===== config.mk =====
export PLATFORM = sky130hd
export DESIGN_NAME = mc_control_unit
export DESIGN_NICKNAME = d
export VERILOG_FILES = /design/src/rtl/mc_control_unit.sv
export SDC_FILE = /design/constraint.sdc
export NUM_CORES = 1
export LEC_CHECK = 0
export BUFFER_PORTS_ARGS = -buffer_cell sky130_fd_sc_hd__buf_2
export CORE_UTILIZATION = 45
export DETAILED_ROUTE_END_ITERATION = 6
export PLACE_DENSITY = 0.8
export SETUP_SLACK_MARGIN = 0.3
export SYNTH_ARGS = -nofsm -noshare
export SYNTH_HDL_FRONTEND = slang
export SYNTH_SLANG_ARGS = --single-unit
export TNS_END_PERCENT = 30

===== constraint.sdc =====
create_clock -name clock -period 2.4 [get_ports clock]
set_clock_uncertainty 0.1 [all_clocks]
set_input_delay 0.6 -clock clock [delete_from_list [all_inputs] [get_ports clock]]
set_output_delay 0.6 -clock clock [all_outputs]
set_load 0.1 [all_outputs]

===== src/rtl/mc_control_unit.sv =====
// Multicycle MIPS control FSM: decodes op/func into ALU control, datapath selects and enables.
// Define MC_CU_ILLEGAL_TRAP_EN to trap unlisted encodings into HALT; otherwise they execute as NOP.
module mc_control_unit #(
    parameter logic [2:0] RESET_STATE = 3'd0
) (
    input  logic       clock,
    input  logic       reset,
    input  logic [5:0] op,
    input  logic [5:0] func,
    input  logic       z,
    input  logic       mem_ready,
    output logic [2:0] state,
    output logic [3:0] aluc,
    output logic [1:0] alusrca,
    output logic [1:0] alusrcb,
    output logic       sext,
    output logic [1:0] pcsource,
    output logic       pc_write,
    output logic       ir_write,
    output logic       iord,
    output logic       mem_read,
    output logic       mem_write,
    output logic       reg_write,
    output logic [1:0] regdst,
    output logic [1:0] wdsel,
    output logic       retire,
    output logic       illegal
);

    typedef enum logic [2:0] {
        S_IF   = 3'd0,
        S_ID   = 3'd1,
        S_EXE  = 3'd2,
        S_MEM  = 3'd3,
        S_WB   = 3'd4,
        S_HALT = 3'd5
    } state_t;

    localparam logic [3:0] ALU_ADD = 4'b0000, ALU_SUB = 4'b0100, ALU_AND = 4'b0001,
                           ALU_OR  = 4'b0101, ALU_XOR = 4'b0010, ALU_LUI = 4'b0110,
                           ALU_SLL = 4'b0011, ALU_SRL = 4'b0111, ALU_SRA = 4'b1111;

    localparam logic [5:0] OP_RTYPE = 6'b000000, OP_J    = 6'b000010, OP_JAL  = 6'b000011,
                           OP_BEQ   = 6'b000100, OP_BNE  = 6'b000101, OP_ADDI = 6'b001000,
                           OP_ANDI  = 6'b001100, OP_ORI  = 6'b001101, OP_XORI = 6'b001110,
                           OP_LUI   = 6'b001111, OP_LW   = 6'b100011, OP_SW   = 6'b101011;

    state_t state_q, state_d;

    logic       is_r, r_alu, r_shift, r_jr, is_imm, is_mem, is_br, is_jump, legal;
    logic [3:0] r_aluc, i_aluc;

    always_ff @(posedge clock) begin
        if (reset) state_q <= state_t'(RESET_STATE);
        else       state_q <= state_d;
    end

    assign state = state_q;

    always_comb begin
        is_r    = (op == OP_RTYPE);
        r_jr    = (func == 6'b001000);
        r_alu   = 1'b1;
        r_shift = 1'b0;
        r_aluc  = ALU_ADD;
        case (func)
            6'b100000: r_aluc = ALU_ADD;
            6'b100010: r_aluc = ALU_SUB;
            6'b100100: r_aluc = ALU_AND;
            6'b100101: r_aluc = ALU_OR;
            6'b100110: r_aluc = ALU_XOR;
            6'b000000: begin r_aluc = ALU_SLL; r_alu = 1'b0; r_shift = 1'b1; end
            6'b000010: begin r_aluc = ALU_SRL; r_alu = 1'b0; r_shift = 1'b1; end
            6'b000011: begin r_aluc = ALU_SRA; r_alu = 1'b0; r_shift = 1'b1; end
            default:   r_alu = 1'b0;
        endcase
        is_imm = 1'b1;
        i_aluc = ALU_ADD;
        case (op)
            OP_ADDI: i_aluc = ALU_ADD;
            OP_ANDI: i_aluc = ALU_AND;
            OP_ORI:  i_aluc = ALU_OR;
            OP_XORI: i_aluc = ALU_XOR;
            OP_LUI:  i_aluc = ALU_LUI;
            default: is_imm = 1'b0;
        endcase
        is_mem  = (op == OP_LW) || (op == OP_SW);
        is_br   = (op == OP_BEQ) || (op == OP_BNE);
        is_jump = (op == OP_J) || (op == OP_JAL);
        legal   = is_r ? (r_alu || r_shift || r_jr) : (is_imm || is_mem || is_br || is_jump);
    end

    always_comb begin
        state_d   = state_q;
        aluc      = ALU_ADD;
        alusrca   = '0;
        alusrcb   = '0;
        sext      = 1'b0;
        pcsource  = '0;
        pc_write  = 1'b0;
        ir_write  = 1'b0;
        iord      = 1'b0;
        mem_read  = 1'b0;
        mem_write = 1'b0;
        reg_write = 1'b0;
        regdst    = '0;
        wdsel     = '0;
        retire    = 1'b0;
        illegal   = 1'b0;
        // Reset overrides everything so an aborted instruction never writes state.
        if (!reset) begin
            case (state_q)
                S_IF: begin
                    mem_read = 1'b1;
                    alusrcb  = 2'd1;
                    if (mem_ready) begin
                        ir_write = 1'b1;
                        pc_write = 1'b1;
                        state_d  = S_ID;
                    end
                end
                S_ID: begin
                    alusrcb = 2'd3;
                    sext    = 1'b1;
                    if (is_jump) begin
                        pcsource = 2'd2;
                        pc_write = 1'b1;
                        retire   = 1'b1;
                        state_d  = S_IF;
                        if (op == OP_JAL) begin
                            reg_write = 1'b1;
                            regdst    = 2'd2;
                            wdsel     = 2'd2;
                        end
                    end else if (is_r && r_jr) begin
                        pcsource = 2'd3;
                        pc_write = 1'b1;
                        retire   = 1'b1;
                        state_d  = S_IF;
                    end else if (legal) begin
                        state_d = S_EXE;
                    end else begin
`ifdef MC_CU_ILLEGAL_TRAP_EN
                        state_d = S_HALT;
`else
                        retire  = 1'b1;
                        state_d = S_IF;
`endif
                    end
                end
                S_EXE: begin
                    state_d = S_IF;
                    if (is_r) begin
                        alusrca = r_shift ? 2'd2 : 2'd1;
                        aluc    = r_aluc;
                        state_d = S_WB;
                    end else if (is_mem) begin
                        alusrca = 2'd1;
                        alusrcb = 2'd2;
                        sext    = 1'b1;
                        state_d = S_MEM;
                    end else if (is_br) begin
                        alusrca  = 2'd1;
                        aluc     = ALU_SUB;
                        pcsource = 2'd1;
                        pc_write = (op == OP_BEQ) ? z : ~z;
                        retire   = 1'b1;
                    end else if (is_imm) begin
                        alusrca = 2'd1;
                        alusrcb = 2'd2;
                        aluc    = i_aluc;
                        sext    = (op == OP_ADDI);
                        state_d = S_WB;
                    end
                end
                S_MEM: begin
                    iord      = 1'b1;
                    mem_read  = (op == OP_LW);
                    mem_write = (op == OP_SW);
                    if (mem_ready) begin
                        retire  = (op == OP_SW);
                        state_d = (op == OP_SW) ? S_IF : S_WB;
                    end
                end
                S_WB: begin
                    reg_write = 1'b1;
                    retire    = 1'b1;
                    regdst    = is_r ? 2'd0 : 2'd1;
                    wdsel     = (op == OP_LW) ? 2'd1 : 2'd0;
                    state_d   = S_IF;
                end
                S_HALT: begin
`ifdef MC_CU_ILLEGAL_TRAP_EN
                    illegal = 1'b1;
`else
                    state_d = S_IF;
`endif
                end
                default: state_d = S_IF;
            endcase
        end
    end

endmodule

==> out/summary.txt, run 1 <==
I/O pin cnt: 42
Post-Syn Area: 800.8 um^2
YS warnings: 0
post-synthesis sequential area ratio: 0.07500
Initial Util: 0.5079
status: aborted with a tool error
Last stage: detailed placement (3_5_place_dp)
Die H: 44.19 um
First Err: [ERROR DPL-0038] Utilization greater than 100%, impossible to legalize
Mapped Nets: 137
Row Count: 14
Netlist cell types: 49
Final GP Congestion: 0.9325
Synth area leader: dfxtp_1
Mapped Avg Cell Area: 6.618 um^2
Synth Instances: 121
share of the synthesized area in the top cell type: 0.07500
die width: 44.19 um
register bit total from synthesis: 3
number of I/O port buffers: 40
top cells by area, synth: dfxtp_1, nor2_1, a21oi_1
-- per-stage QoR --
stage	setup slack, ps	hold slack, ps	instances
floorplan	-841.1	585.4	121
global placement	-238.2	475.4	208
-- Yosys cell counts, drive strengths merged --
master   count
nor2        16
nand2       13
a21oi       10
buf          8
nor2b        7
nor4         7
inv          5
nand2b       4
nand3        4
o21ai        4
and3         3
dfxtp        3
nor3         3
a221oi       2
a31oi        2
and2         2
o21a         2
or2          2
or4b         2
a2111oi      1
a211o        1
a21boi       1
a221o        1
a22o         1
a22oi        1
a41oi        1
clkbuf       1
conb         1
mux2         1
nand4        1
nand4b       1
nor3b        1
nor4b        1
o2111a       1
o211ai       1
o221ai       1
o311ai       1
o32ai        1
or2b         1
or3          1
xor2         1
-- logic make-up after synthesis --
| kind of cell | share of synthesized area |
|---|---|
| other cells | 0.004683 |
| simple gates | 0.5000 |
| mux | 0.01406 |
| xor+xnor | 0.01094 |
| buf+inv | 0.1031 |
| flops | 0.07500 |
| compound gates | 0.2922 |
==> inputs of run 2 (changes only) <==
- CORE_AREA: not set -> 2 2 63 65
- CORE_UTILIZATION: 45 -> not set
- DIE_AREA: not set -> 0 0 65 67
- PLACE_DENSITY: 0.8 -> not set
- PLACE_DENSITY_LB_ADDON: not set -> 0.15
- SETUP_SLACK_MARGIN: 0.3 -> not set
==> run 2 against run 1 <==
  * The flow now finishes, with violations (setup timing)
  * Synthesized cell count is the same
  * Area after synthesis stayed put
==> out/summary.txt, run 2 <==
post-synthesis sequential area ratio: 0.07500 (unchanged)
asr flop ratio synth: 0 (unchanged)
share of cells above drive strength 1: 0.7238
commonest non-fill, non-tap cell in the layout: buf_4
DR DRC count: 0
Routed WL: 3.782 mm
HPWL after DPL: 2.874 mm
FF-to-FF Start: state[2]
Ant. Diodes: 0
failing checks: setup timing
Static Leak: 0.0008922 uW
YS warnings: 0 (unchanged)
fmax: 386.7 MHz
sequential power share: 0.104
CTS Buffer Depth: 2
Netlist cell types: 49 (unchanged)
number of flops mapped to enable cells by yosys: 0 (unchanged)
commonest cells after routing, fill and taps aside: buf_4, buf_12, buf_2
RSZ-0062 raised after global routing: yes
Synth area leader: dfxtp_1
CTS root buf: clkbuf_8
clock network power share: 0.295
top cells by area, synth: dfxtp_1, nor2_1, a21oi_1
clock tree from TritonCTS: done
via count: 1267
Synth Instances: 121 (unchanged)
xor/xnor share of the synthesized area: 0.01094 (unchanged)
worst vdd ir: 0.3684 mV
gr usage total: 0.1700
CP Max Fanout: 4
antenna viol nets, final: 0
Num CTS Buffers: 3
DRT Pass-1 Iters: 4
Initial Util: 0.2221 (-0.2859)
worst min-delay path category: flip-flop to flip-flop
largest family of logic cells by synthesized area: simple AND/OR/NAND/NOR gates
vias per cell: 4.911
sink count of the clock tree: 3
Final Setup Violations: 17
total gr overflow: 0
Routed WL per cell: 14.66 um
ys flop type: dfxtp_1
max reg flops: 3
Hold WS: 513.0 ps
Power Internal: 285.8 uW
vias in the first global route: 1315
min-delay src: state[2]
Row Count: 22 (+8)
Psw: 211.1 uW
setup TNS: -1673 ps
Die H: 67 um (+52%)
post-synthesis simple-gate area fraction: 0.5000 (unchanged)
largest net degree at the start of global routing: 9
Mapped Nets: 137 (unchanged)
Final Hold Fails: 0
Setup Crit Path Kind: primary input to output port
R2R Setup Slk: 1090 ps
crit end category: output port
post-synthesis compound-gate area fraction: 0.2922 (unchanged)
H-tree levels: 1
power per standard cell area: 228.5 nW/um^2
Area Growth Syn to Fin: 171.6%
most frequent cell after synthesis: nor2_1
clk_lat worst skew: 210 ps
MaxCap Viol Count: 0
core area: 3606 um^2
1st-iter DRT viols: 19
clock slew at reported path FFs: 30 ps
Sw Share: 0.4248
final worst slack: -185.8 ps
Mapped Avg Cell Area: 6.618 um^2 (unchanged)
Tcrit/Tclk final: 1.077
Die ar.: 4355 um^2
Slew Limit Fails: 0
first-pass GRT wire length: 5.913 mm
Nets: 227
Post-Syn Area: 800.8 um^2 (unchanged)
Critical Path Start: op[4]
crit start category: primary input
Gate power share: 0.600
status: finished with violations
die width: 65 um (+47%)
Worst EP arrival: 1890 ps
number of I/O port buffers: 40 (unchanged)
Required @ worst endpoint: 1700 ps
share of the synthesized area in the top cell type: 0.07500 (unchanged)
Final GP Congestion: 0.8314 (-11%)
commonest cells in the netlist: nor2_1, nand2_1, a21oi_1
initial antenna violation count: 0
Synth Area in Adders: 0 (unchanged)
Final Critical Period: 2586 ps
I/O pin cnt: 42 (unchanged)
register bit total from synthesis: 3 (unchanged)
mux cell area share after synthesis: 0.01406 (unchanged)
[run 2: final cells by class]
class | count | area (um^2)
tap | 48 | 60.06
inverter | 5 | 18.77
clock buffer | 4 | 45.04
fill | 310 | 1431
timing repair buffer | 94 | 987.2
multi-input combinational | 104 | 994.7
sequential | 3 | 68.82
[run 2: routing by layer]
layer  wire, um  GRT usage  part of all wire
met4          0    0.01596                 0
met1       1510     0.1857              0.40
met2       2082     0.3505              0.55
met3        190    0.02534             0.050
met5          0          0                 0
[run 2: kinds of logic (layout without fill, tap and decap cells)]
family | after synthesis | in the layout
DFF | 3 | 3
buffers and inverters | 14 | 103
AOI/OAI and AO/OA | 32 | 32
muxes | 1 | 1
other | 1 | 1
xor gates and xnor gates | 1 | 1
and+or+nand+nor | 69 | 69
[run 2: power by group through the flow]
| stage | Clock (uW) | Sequential (uW) | Combinational (uW) |
|---|---|---|---|
| CTS | 150 | 51.7 | 275 |
| floorplan | 0 | 61.6 | 136 |
| detailed placement | 0 | 52.1 | 256 |
| global placement | 0 | 52.1 | 253 |
| finish | 147 | 51.9 | 298 |
| global route | 156 | 52.1 | 313 |
[run 2: path summary, 6_finish.rpt]
path,depth (start not counted),end
worst min register to register,2,state[0]
worst min-delay path,2,state[0]
worst max register to register,3,state[1]
worst max-delay path,6,alusrcb[1]
[run 2: what timing repair did]
action,CTS,global route
hold buffers,0,0
pin swaps,8,6
setup endpoints to repair,19,18
gates cloned,0,0
gates resized for setup,30,27
setup buffers,0,4
[run 2: worst max-delay path: stages]
cell and delay (ps):
buf_8 110, or4b_4 480, a21oi_2 150, a21boi_2 190, o21a_1 180, buf_12 190
[run 2: stage by stage]
stage,instance area (um^2),power [uW],cells,setup WS (ps),utilization
global placement,1833,305.6,250,-249.8,0.5083
detailed placement,1833,308.4,250,-282.5,0.5083
finish,2175,496.9,258,-185.8,0.6031
floorplan,960.9,198.0,121,-841.1,-
CTS,2009,477.2,254,-187.4,0.5573
global route,2175,520.9,258,-230.5,0.6031
No activity file was read; power rests on OpenSTA's default activity.
